[src/rtl/ws2812_chain.sv]
`default_nettype none
// ============================================================================
// Module   : ws2812_chain
// Brief    : WS2812 daisy-chain driver with a 24-bit GRB pixel buffer and fill mode.
// Revision : 1.0 - initial release
// ============================================================================
module ws2812_chain #(
    parameter int NUM_LEDS = 8,
    parameter int AW       = 3,
    parameter int T0H      = 35,
    parameter int T1H      = 70,
    parameter int TBIT     = 125,
    parameter int TRESET   = 5000
) (
    input  logic          Clock,
    input  logic          Reset,
    input  logic          i_Wr,
    input  logic [AW-1:0] i_WrAddr,
    input  logic [23:0]   i_WrData,
    input  logic          i_Start,
    input  logic          i_Fill,
    output logic          o_Ready,
    output logic          o_Done,
    output logic          o_Led
);

    localparam int            c_CNT_MAX   = (TBIT > TRESET) ? TBIT : TRESET;
    localparam int            CW          = $clog2(c_CNT_MAX + 1);
    localparam logic [CW-1:0] c_T0H_M1    = CW'(T0H - 1);
    localparam logic [CW-1:0] c_T1H_M1    = CW'(T1H - 1);
    localparam logic [CW-1:0] c_T0L_M1    = CW'(TBIT - T0H - 1);
    localparam logic [CW-1:0] c_T1L_M1    = CW'(TBIT - T1H - 1);
    localparam logic [CW-1:0] c_TRESET    = CW'(TRESET);
    localparam logic [CW-1:0] c_TRESET_M1 = CW'(TRESET - 1);
    localparam logic [AW-1:0] c_LAST_PIX  = AW'(NUM_LEDS - 1);

    typedef enum logic [2:0] {
        S_IDLE  = 3'd0,
        S_LOAD  = 3'd1,
        S_HIGH  = 3'd2,
        S_LOW   = 3'd3,
        S_LATCH = 3'd4
    } state_t;

    state_t        r_state;
    logic [23:0]   r_mem [NUM_LEDS];
    logic [23:0]   r_shreg;
    logic [23:0]   r_pre;
    logic [23:0]   r_fill;
    logic          r_fill_mode;
    logic          r_frame;
    logic [CW-1:0] r_cnt;
    logic [4:0]    r_bit;
    logic [AW-1:0] r_pix;
    logic          r_ready;
    logic          r_done;
    logic          r_led;

    logic          w_addr_ok;
    logic [AW-1:0] w_next_pix;
    logic [23:0]   w_first;
    logic [23:0]   w_next;

    assign w_addr_ok  = (int'(i_WrAddr) < NUM_LEDS);
    assign w_next_pix = r_pix + AW'(1);
    assign w_first    = r_fill_mode ? r_fill : r_mem[0];
    assign w_next     = r_fill_mode ? r_fill : r_mem[w_next_pix];

    // Pixel buffer has no reset: contents survive Reset and are undefined at power-up.
    always_ff @(posedge Clock) begin
        if (i_Wr && w_addr_ok) begin
            r_mem[i_WrAddr] <= i_WrData;
        end
    end

    // o_Led is registered from the current state, so it trails the FSM by one clock;
    // the frame latch therefore spans TRESET+1 state cycles to keep TRESET low clocks on the pin.
    always_ff @(posedge Clock or posedge Reset) begin
        if (Reset) begin
            r_state     <= S_LATCH;
            r_cnt       <= c_TRESET_M1;
            r_bit       <= 5'd0;
            r_pix       <= '0;
            r_shreg     <= '0;
            r_pre       <= '0;
            r_fill      <= '0;
            r_fill_mode <= 1'b0;
            r_frame     <= 1'b0;
            r_ready     <= 1'b0;
            r_done      <= 1'b0;
            r_led       <= 1'b0;
        end else begin
            r_done <= 1'b0;
            r_led  <= (r_state == S_HIGH);
            if (r_bit == 5'd0) begin
                r_pre <= w_next;
            end
            case (r_state)
                S_IDLE: begin
                    if (i_Start && r_ready) begin
                        r_ready     <= 1'b0;
                        r_fill      <= i_WrData;
                        r_fill_mode <= i_Fill;
                        r_frame     <= 1'b1;
                        r_state     <= S_LOAD;
                    end
                end
                S_LOAD: begin
                    r_shreg <= w_first;
                    r_bit   <= 5'd23;
                    r_pix   <= '0;
                    r_cnt   <= w_first[23] ? c_T1H_M1 : c_T0H_M1;
                    r_state <= S_HIGH;
                end
                S_HIGH: begin
                    if (r_cnt == '0) begin
                        r_cnt   <= r_shreg[23] ? c_T1L_M1 : c_T0L_M1;
                        r_state <= S_LOW;
                    end else begin
                        r_cnt <= r_cnt - 1'b1;
                    end
                end
                S_LOW: begin
                    if (r_cnt != '0) begin
                        r_cnt <= r_cnt - 1'b1;
                    end else if (r_bit != 5'd0) begin
                        r_shreg <= {r_shreg[22:0], 1'b0};
                        r_bit   <= r_bit - 1'b1;
                        r_cnt   <= r_shreg[22] ? c_T1H_M1 : c_T0H_M1;
                        r_state <= S_HIGH;
                    end else if (r_pix != c_LAST_PIX) begin
                        r_shreg <= r_pre;
                        r_pix   <= w_next_pix;
                        r_bit   <= 5'd23;
                        r_cnt   <= r_pre[23] ? c_T1H_M1 : c_T0H_M1;
                        r_state <= S_HIGH;
                    end else begin
                        r_cnt   <= c_TRESET;
                        r_state <= S_LATCH;
                    end
                end
                S_LATCH: begin
                    if (r_cnt == '0) begin
                        r_ready <= 1'b1;
                        r_done  <= r_frame;
                        r_frame <= 1'b0;
                        r_state <= S_IDLE;
                    end else begin
                        r_cnt <= r_cnt - 1'b1;
                    end
                end
                default: begin
                    r_state <= S_LATCH;
                    r_cnt   <= c_TRESET_M1;
                end
            endcase
        end
    end

    assign o_Ready = r_ready;
    assign o_Done  = r_done;
    assign o_Led   = r_led;

endmodule
`default_nettype wire

[config.mk]
export PLATFORM = sky130hd
export DESIGN_NAME = ws2812_chain
export DESIGN_NICKNAME = d
export VERILOG_FILES = /design/src/rtl/ws2812_chain.sv
export SDC_FILE = /design/constraint.sdc
export NUM_CORES = 1
export LEC_CHECK = 0
export CAP_MARGIN = 20
export CORE_MARGIN = 2
export CORE_UTILIZATION = 50
export CTS_BUF_LIST = sky130_fd_sc_hd__clkbuf_2 sky130_fd_sc_hd__clkbuf_4 sky130_fd_sc_hd__clkbuf_8
export DETAILED_ROUTE_END_ITERATION = 16
export PLACE_DENSITY = 0.67
export SLEW_MARGIN = 10
export SYNTH_ARGS = -nofsm -noshare
export SYNTH_HDL_FRONTEND = slang
export SYNTH_SLANG_ARGS = --single-unit
export TNS_END_PERCENT = 1
[constraint.sdc]
create_clock -name Clock -period 3.5 [get_ports Clock]
set_input_delay 0.525 -clock Clock [delete_from_list [all_inputs] [get_ports Clock]]
set_output_delay 0.525 -clock Clock [all_outputs]
set_load 0.01 [all_outputs]
==> impl_results.md, run 1 <==
* Status: finished, final reports clean
* Hold_ws at 366 ps
* Hold Vio Cnt, Final at 0
* Per-cell routed wire length at 19.2 um
* CP arrival at 3250 ps
* Final Cycle Share at 80.6%
* Warnings, synthesis at 0
* Clk slew on worst S/H paths at 70 ps
* Worst Hold Class: in -> async
* TritonCTS clock tree: done
* Cell area after synthesis at 12700 um^2
* Slew Viols, Final at 0
* Post-place setup slack at 703 ps
* Endpoints failing setup at 0
* Ys async rst share at 34.5%
* Worst slew pin tran at 989 ps
* Gate Count Post-Synth at 885
* Core area at 25000 um^2
* Flops & latches, synth at 293
* Die width at 163 um
* Total track usage at 19.7%
* First-pass GRT wire length at 40.7 mm
* DP Wirelength at 15.0 mm
* Drc violations at 0
* CTS Buf Count at 47
* Primary FF master, synth: edfxtp_1
* Crit path max fanout at 32
* Layout cells sized above 1 at 20.7%
* Initial Util at 50.7%
* Port bufs at 34
* Maximum vdd drop at 0.000382 V
* CTS Hold Bufs at 0
* Grt ovf at 0
* Vias in the first global route at 7510
* Layout Skew at 34.7 ps
* Crit start category: flop
* I/O pin cnt at 35
* Worst path bufs/invs at 0
* Crit path cell chain: nor4_2, o2111ai_1, a21oi_4, nor4b_1, xnor2_1, a21oi_1
* Crit-path slowest cell: a21oi_4
* Post-layout min period at 2820 ps
* Core Rows at 58
* Crit Path Class: reg -> reg
* Post-CTS Resized at 0
* First-pass DRT Iterations at 5
* Post-synth top cells: edfxtp_1 (192), nand2_1 (95), dfrtp_1 (93), nor2_1 (55), a21oi_1 (49)
* Final setup margin at 678 ps
* Count leader, synth: edfxtp_1
* Critical path endpoint category: flop
* Vias at 7426
* Nets at 976
* Largest net degree at the start of global routing at 71
* Synth cell types at 61
* Post-synth EDFFs at 192
* CTS Buffer Depth at 3
* Post-synthesis sequential area ratio at 65.4%
* Antenna violations before repair at 0
* Crit path required time at 3930 ps
* Post-synth top area share at 45.4%
* Layout Utilization at 58.1%
* LEAKAGE at 5.19 nW
* DR vias/cell at 5.68
* Final Total Pwr at 8.08 mW
* Cell taking the most area after synthesis: edfxtp_1
* Top cell family by delay on the critical path: compound AO/OA/AOI/OAI gates
* Slew margin rel. at 33.9%
* Area delta synth->final at 14.5%
* Placer Congestion at 0.831
* Setup TNS at 0 ps
* Number of setup buffers added after CTS at 0
* Post-route ant nets at 0
* WL final at 25.1 mm
* Syn nets at 923
* Max_cap viols at 0
* Root Buffer: clkbuf_8
* RSZ-0062 raised after global routing: no
* PwrDens at 556 nW/um^2
* Ranking of synthesized cells by area: edfxtp_1 (45%), dfrtp_1 (18%), mux4_2 (8.5%), mux2_1 (2.8%), nand2_1 (2.8%)
* Highest Clock Rate at 354 MHz
* Chip Height at 163 um
* Full die area at 26700 um^2
* Clock Sinks at 293
* Syn avg cell area at 14.3 um^2
* Inserted Diodes at 0
* First DRT Iteration DRCs at 588
* Slowest stage delay, CP at 830 ps
* Worst-skew pair later-pin latency at 590 ps
* CTS HTree Levels at 2
[cell usage in the layout, fill, tap and decap left out, types with 26 or more instances in the layout]
cell type and count:
clkbuf_8 51, edfxtp_1 192, nor2_1 48, o21ai_1 27, a31oi_1 28, mux4_2 48, dfrtp_1 91, mux2_1 32
mux2i_1 26, a211oi_1 27, clkdlybuf4s50_1 34, nand2_1 95, a21oi_1 48
[cells by family after synthesis]
family                     after synthesis  share of synthesized area, %
buffers and inverters                   65                          2.11
DFF                                    293                          65.4
and+or+nand+nor                        220                          8.31
AOI/OAI and AO/OA                      170                          8.13
adders and majority gates                6                         0.591
muxes                                  123                          14.9
xor gates and xnor gates                 8                         0.552
[area by class of cell]
class	instances	area, um^2
clock inverters	15	110
inverters	11	43.8
clock buffers	73	867
flip-flops and latches	293	8310
multi-input cells	527	4190
fillers	1989	10500
well taps	330	413
repair buffers	58	608
[state kept, by name, indices dropped and copies added, names as in the netlist]
| name | cells |
|---|---|
| r_mem | 192 |
| r_fill | 24 |
| r_pre | 24 |
| r_shreg | 24 |
| r_cnt | 13 |
| r_bit | 5 |
| r_pix | 3 |
| r_state | 3 |
| o_Done | 1 |
| o_Led | 1 |
| o_Ready | 1 |
| r_fill_mode | 1 |
| r_frame | 1 |
[worst reg2reg max path: stages, from the launching register on]
cell	delay [ps]
dfrtp_1	470
nor4_2	520
o2111ai_1	260
a21oi_4	830
nor4b_1	390
xnor2_1	160
a21oi_1	50
[report_power, final]
part	leakage, nW	switching, mW	total (mW)	internal (mW)
sequential	2.97	0.185	4.14	3.96
combinational	1.70	0.532	0.945	0.413
clock	0.519	1.33	2.99	1.66
total	5.19	2.04	8.08	6.03
[worst paths after layout]
kind,slack [ps],endpoint,start,cells after the start
max,680,r_bit[3]$_DFFE_PP0P_,r_cnt[4]$_DFFE_PP0P_,6
min,370,r_cnt[5]$_DFFE_PP0P_,Reset,2
max reg2reg,680,r_bit[3]$_DFFE_PP0P_,r_cnt[4]$_DFFE_PP0P_,6
min reg2reg,470,r_frame$_DFFE_PP0P_,r_frame$_DFFE_PP0P_,1
max in group asynchronous,2410,r_fill[20]$_DFFE_PP0P_,Reset,3
min in group Clock,470,r_frame$_DFFE_PP0P_,r_frame$_DFFE_PP0P_,1
[per-layer routing]
layer | global-route usage [%] | share of wire, %
met1 | 27.8 | 47
met2 | 31.3 | 47
met3 | 3.66 | 3.9
met4 | 6.44 | 2.1
met5 | 0 | 0
[through the flow]
| step | area, um^2 | std cells |
|---|---|---|
| CTS | 14500 | 1307 |
| finish | 14500 | 1307 |
| global route | 14500 | 1307 |
| floorplan | 12700 | 885 |
| detailed placement | 13600 | 1219 |
| global placement | 13600 | 1219 |
(Power assumes the default switching activity.)
==> inputs of run 2 (changes only) <==
==> constraint.sdc (replaced) <==
create_clock -name Clock -period 2.8 [get_ports Clock]
set_input_delay 0.42 -clock Clock [delete_from_list [all_inputs] [get_ports Clock]]
set_output_delay 0.42 -clock Clock [all_outputs]
set_load 0.01 [all_outputs]
==> impl_results.md, run 2 (synthesis gave the netlist of run 1 again) <==
* Critical path endpoint category: flop
* Die width at 163 um
* Crit path max fanout at 10
* CP arrival at 2880 ps
* Maximum vdd drop at 0.000593 V
* Total track usage at 19.4%
* Layout Skew at 9.98 ps
* Status: finished, final reports clean
* Slew margin rel. at 42.0%
* Clk slew on worst S/H paths at 60 ps
* Crit Path Class: reg -> reg
* Layout cells sized above 1 at 22.0%
* Most frequent cells in the layout: edfxtp_1 (192), nand2_1 (95), dfrtp_1 (91), clkbuf_8 (59)
* WL final at 24.8 mm
* Drc violations at 0
* Final Cycle Share at 86.9%
* Inserted Diodes at 0
* CTS Hold Bufs at 0
* DP Wirelength at 14.7 mm
* Crit start category: flop
* Worst-skew pair later-pin latency at 560 ps
* First-pass GRT wire length at 39.8 mm
* Per-cell routed wire length at 18.8 um
* Worst reg2reg path startpoint: r_bit[0]$_DFFE_PP0P_
* Number of setup buffers added after CTS at 0
* Post-CTS Resized at 0
* M1 WL at 11.8 mm
* Core area at 25000 um^2
* PwrDens at 711 nW/um^2
* Most common cell after layout, fill and taps aside: edfxtp_1
* Root Buffer: clkbuf_8
* TritonCTS clock tree: done
* Post-layout min period at 2430 ps
* Hold_ws at 208 ps
* Initial Util at 50.7%
* Worst reg2reg path depth at 9
* Chip Height at 163 um
* R2r endpoint: r_cnt[6]$_DFFE_PP0P_
* Nets at 986
* First-pass DRT Iterations at 5
* Max_cap viols at 0
* Slew Viols, Final at 0
* DR WL met2 at 11.4 mm
* Grt ovf at 0
* Vias at 7500
* Max reg flops at 192
* Met3 Routed Length at 1.11 mm
* Reg2reg setup slack at 370 ps
* Crit path launch: r_bit[0]$_DFFE_PP0P_
* Worst slew pin tran at 870 ps
* CTS Buffer Depth at 3
* LEAKAGE at 5.28 nW
* CTS HTree Levels at 2
* Post-route ant nets at 0
* I/O pin cnt at 35
* Port bufs at 34
* Endpoints failing setup at 0
* Clock Sinks at 293
* Largest net degree at the start of global routing at 94
* Placer Congestion at 0.841
* Worst Hold Class: in -> async
* Crit path required time at 3250 ps
* RSZ-0062 raised after global routing: no
* First DRT Iteration DRCs at 523
* Setup TNS at 0 ps
* Max layer used: met4
* Highest Clock Rate at 411 MHz
* DR vias/cell at 5.69
* Core Rows at 58
* Biggest register: r_mem
* Full die area at 26700 um^2
* Area delta synth->final at 15.4%
* Hold Vio Cnt, Final at 0
* Antenna violations before repair at 0
* CTS Buf Count at 49
* Vias in the first global route at 7390
-- run 2: cell count changes in the layout (fill, tap and decap cells not counted), moves of 2 or more --
cell	change
bufinv_16	+2
clkbuf_8	+8
clkinv_1	-4
clkbuf_4	-5
buf_12	-4
buf_4	+12
clkinv_2	+4
-- run 2: final cells by class --
cell class | count | area [um^2]
Clock buffer | 76 | 940
Multi-Input combinational cell | 527 | 4190
Sequential cell | 293 | 8310
Fill cell | 1983 | 10400
Timing Repair Buffer | 66 | 618
Clock inverter | 15 | 149
Inverter | 11 | 45.0
Tap cell | 330 | 413
-- run 2: report_power, final --
group	internal, mW	total [mW]	leakage (nW)	switching [mW]
Combinational	0.506	1.15	1.73	0.642
Clock	2.42	4.08	0.583	1.66
Sequential	4.95	5.19	2.97	0.245
Total	7.87	10.4	5.28	2.55
-- run 2: layer usage --
layer / vias to the layer above / global-route usage [%]
li1: 3507 / -
met1: 3796 / 28.4
met2: 157 / 29.7
met3: 40 / 3.45
met4: 0 / 6.19
met5: - / 0
-- run 2: stage by stage --
step                utilization (%)  setup WS, ps  cells  cell area, um^2  power [mW]
global route                   58.5           193   1318            14700        10.9
floorplan                         -          94.7    885            12700        6.03
detailed placement             54.2           382   1227            13600        6.43
CTS                            58.5           370   1318            14700        10.5
finish                         58.5           367   1318            14700        10.4
global placement               54.2           436   1227            13600        6.40
-- run 2: critical path, stage by stage (launching register included) --
cell	delay, ps
dfrtp_1	400
inv_1	90
ha_1	170
or4b_2	630
buf_4	200
a21oi_1	170
a22oi_1	90
o21ai_1	220
a211oi_1	80
a211o_1	270
-- run 2: how the worst max path moves through the flow --
stage,end,cells after the start
finish,r_cnt[6]$_DFFE_PP0P_,9
floorplan,r_mem[0][0]$_DFFE_PP_,2
global placement,r_cnt[6]$_DFFE_PP0P_,9
global route,r_cnt[6]$_DFFE_PP0P_,9
CTS,r_pix[0]$_DFFE_PP0P_,7
detailed placement,r_pix[0]$_DFFE_PP0P_,7
==> inputs of run 3 (changes only) <==
--- a/config.mk
+++ b/config.mk
@@ -5,12 +5,13 @@
 export SDC_FILE = /design/constraint.sdc
 export NUM_CORES = 1
 export LEC_CHECK = 0
+export ABC_AREA = 1
 export CAP_MARGIN = 20
 export CORE_MARGIN = 2
 export CORE_UTILIZATION = 50
 export CTS_BUF_LIST = sky130_fd_sc_hd__clkbuf_2 sky130_fd_sc_hd__clkbuf_4 sky130_fd_sc_hd__clkbuf_8
 export DETAILED_ROUTE_END_ITERATION = 16
-export PLACE_DENSITY = 0.67
+export PLACE_DENSITY_LB_ADDON = 0.2
 export SLEW_MARGIN = 10
 export SYNTH_ARGS = -nofsm -noshare
 export SYNTH_HDL_FRONTEND = slang
==> impl_results.md, run 3 <==
* Status: finished, final reports clean
* Root Buffer: clkbuf_8
* Syn nets at 1404
* Worst-skew pair later-pin latency at 590 ps
* Most common cell after layout, fill and taps aside: nand2_1
* Chip Height at 167 um
* Per-cell routed wire length at 17.5 um
* Post-layout min period at 2190 ps
* Final Cycle Share at 78.3%
* Max_cap viols at 0
* Crit-path slowest cell: dfrtp_1
* Inserted Diodes at 0
* Slew margin rel. at 54.6%
* DP Area at 14000 um^2
* LEAKAGE at 6.31 nW
* Syn avg cell area at 9.71 um^2
* Cell area after synthesis at 13300 um^2
* Post-synthesis sequential area ratio at 62.6%
* Hold_ws at 278 ps
* Flops & latches, synth at 293
* Worst slew pin tran at 680 ps
* Worst Hold Class: in -> async
* Setup TNS at 0 ps
* Initial Util at 50.9%
* Warnings, synthesis at 0
* Core Rows at 59
* CTS Buffer Depth at 3
* Port bufs at 34
* Final instance area at 15000 um^2
* Layout Skew at 26.3 ps
* DR vias/cell at 5.37
* Clock Sinks at 293
* DP Wirelength at 18.4 mm
* Maximum vdd drop at 0.000474 V
* First-pass GRT wire length at 50.5 mm
* Core area at 26100 um^2
* Biggest register: r_mem
* Grt ovf at 0
* Slowest stage delay, CP at 360 ps
* Area delta synth->final at 13.3%
* WL final at 31.3 mm
* Endpoints failing setup at 0
* Full die area at 27800 um^2
* Hold Vio Cnt, Final at 0
* Max reg flops at 192
* Vias at 9597
* Crit path cell chain: inv_1, ha_1, inv_1, nor2_1, nand2_2, inv_2, buf_12, nand3_1, nand3_1, nand2_1, o21ai_0
* Post-synth top area share at 43.5%
* Gate Count Post-Synth at 1366
* Nets at 1449
* Layout cells sized above 1 at 13.0%
* Post-CTS Resized at 0
* CTS Hold Bufs at 0
* Clk slew on worst S/H paths at 60 ps
* Critical path endpoint category: flop
* Most frequent cells in the layout: nand2_1 (400), edfxtp_1 (192), nor2_1 (131), o21ai_0 (109), inv_1 (96)
* Synth cell types at 35
* Total track usage at 22.8%
* I/O pin cnt at 35
* First-pass DRT Iterations at 5
* Die width at 167 um
* Primary FF master, synth: edfxtp_1
* Ranking of synthesized cells by area: edfxtp_1 (43%), dfrtp_1 (18%), nand2_1 (11%), o21ai_0 (4.1%), nor2_1 (3.9%)
* Antenna violations before repair at 0
* Highest Clock Rate at 456 MHz
* TritonCTS clock tree: done
* Number of setup buffers added after CTS at 0
* Crit start category: flop
* Count leader, synth: nand2_1
* PwrDens at 588 nW/um^2
* Vias in the first global route at 9500
* Crit path required time at 3280 ps
* CTS HTree Levels at 2
* Crit Path Class: reg -> reg
* Crit path max fanout at 60
* Slew Viols, Final at 0
* Layout Utilization at 57.7%
* RSZ-0062 raised after global routing: no
* Cell taking the most area after synthesis: edfxtp_1
* Post-route ant nets at 0
* CP arrival at 2670 ps
* CTS Buf Count at 49
* Final setup margin at 609 ps
* Post-place setup slack at 642 ps
* Largest net degree at the start of global routing at 69
* First DRT Iteration DRCs at 718
* Drc violations at 0
* Post-synth EDFFs at 192
* Placer Congestion at 0.878
* Ys async rst share at 34.5%
* Post-synth top cells: nand2_1 (400), edfxtp_1 (192), nor2_1 (139), o21ai_0 (109), inv_1 (97)
-- run 3: changes by cell type after synthesis, sizes merged, moves of 23 or more --
cell / change
o21ai: +71
a21oi: -28
nor2: +95
o211ai: +48
inv: +97
a211oi: -27
mux4: -48
mux2i: -26
or2: +23
nand2: +311
mux2: -49
nor2b: -25
nand3: +66
-- run 3: worst max-delay path: cells and delay by family, from the launching register on --
kind | cells | cell delay (ps)
simple gates | 5 | 820
buf+inv | 4 | 610
flops | 1 | 360
fa+ha+maj | 1 | 170
compound gates | 1 | 110
-- run 3: power by group --
| group | total, mW | switching [mW] | internal, mW |
|---|---|---|---|
| clock network | 3.88 | 1.69 | 2.19 |
| logic | 0.222 | 0.150 | 0.0720 |
| registers | 4.74 | 0.0194 | 4.72 |
-- run 3: metrics by stage --
step | total power, mW | instances
after global placement | 5.05 | 1695
final | 8.84 | 1786
after floorplan | 4.91 | 1366
after detailed placement | 5.05 | 1695
after global routing | 9.16 | 1786
after CTS | 8.93 | 1786
-- run 3: kinds of logic (layout without fill, tap and decap cells) --
family          after synthesis  in the layout  share of synthesized area (%)
xor+xnor                      9              9                          0.594
compound gates              228            228                           10.4
fa+ha+maj                     6              6                          0.566
buf+inv                     175            260                           5.53
simple gates                655            655                           20.3
flops                       293            293                           62.6
-- run 3: worst paths after layout --
check / start / to / slack, ps / cells past startpoint
setup / recovery: r_bit[0]$_DFFE_PP0P_ / r_shreg[10]$_DFFE_PP0P_ / 610 / 11
hold / removal: Reset / r_shreg[0]$_DFFE_PP0P_ / 280 / 2
setup reg to reg: r_bit[0]$_DFFE_PP0P_ / r_shreg[10]$_DFFE_PP0P_ / 610 / 11
hold reg to reg: r_fill[18]$_DFFE_PP0P_ / r_fill[18]$_DFFE_PP0P_ / 470 / 2
max in group asynchronous: Reset / r_cnt[7]$_DFFE_PP1P_ / 1820 / 3
min in group Clock: r_fill[18]$_DFFE_PP0P_ / r_fill[18]$_DFFE_PP0P_ / 470 / 2
-- run 3: final cells by class --
class	instances	area, um^2
clock inverter	17	136
multi-input combinational	898	4250
timing repair buffer	61	631
fill	2242	11000
clock buffer	74	875
sequential	293	8310
inverter	108	414
tap	335	419
-- run 3: per-layer routing --
metal,GRT usage [%],wire (um),vias to the layer above
met5,0,0,-
met4,4.95,378,0
met3,4.13,1470,39
met2,38.5,15200,204
met1,31.0,14200,4680
li1,-,-,4674
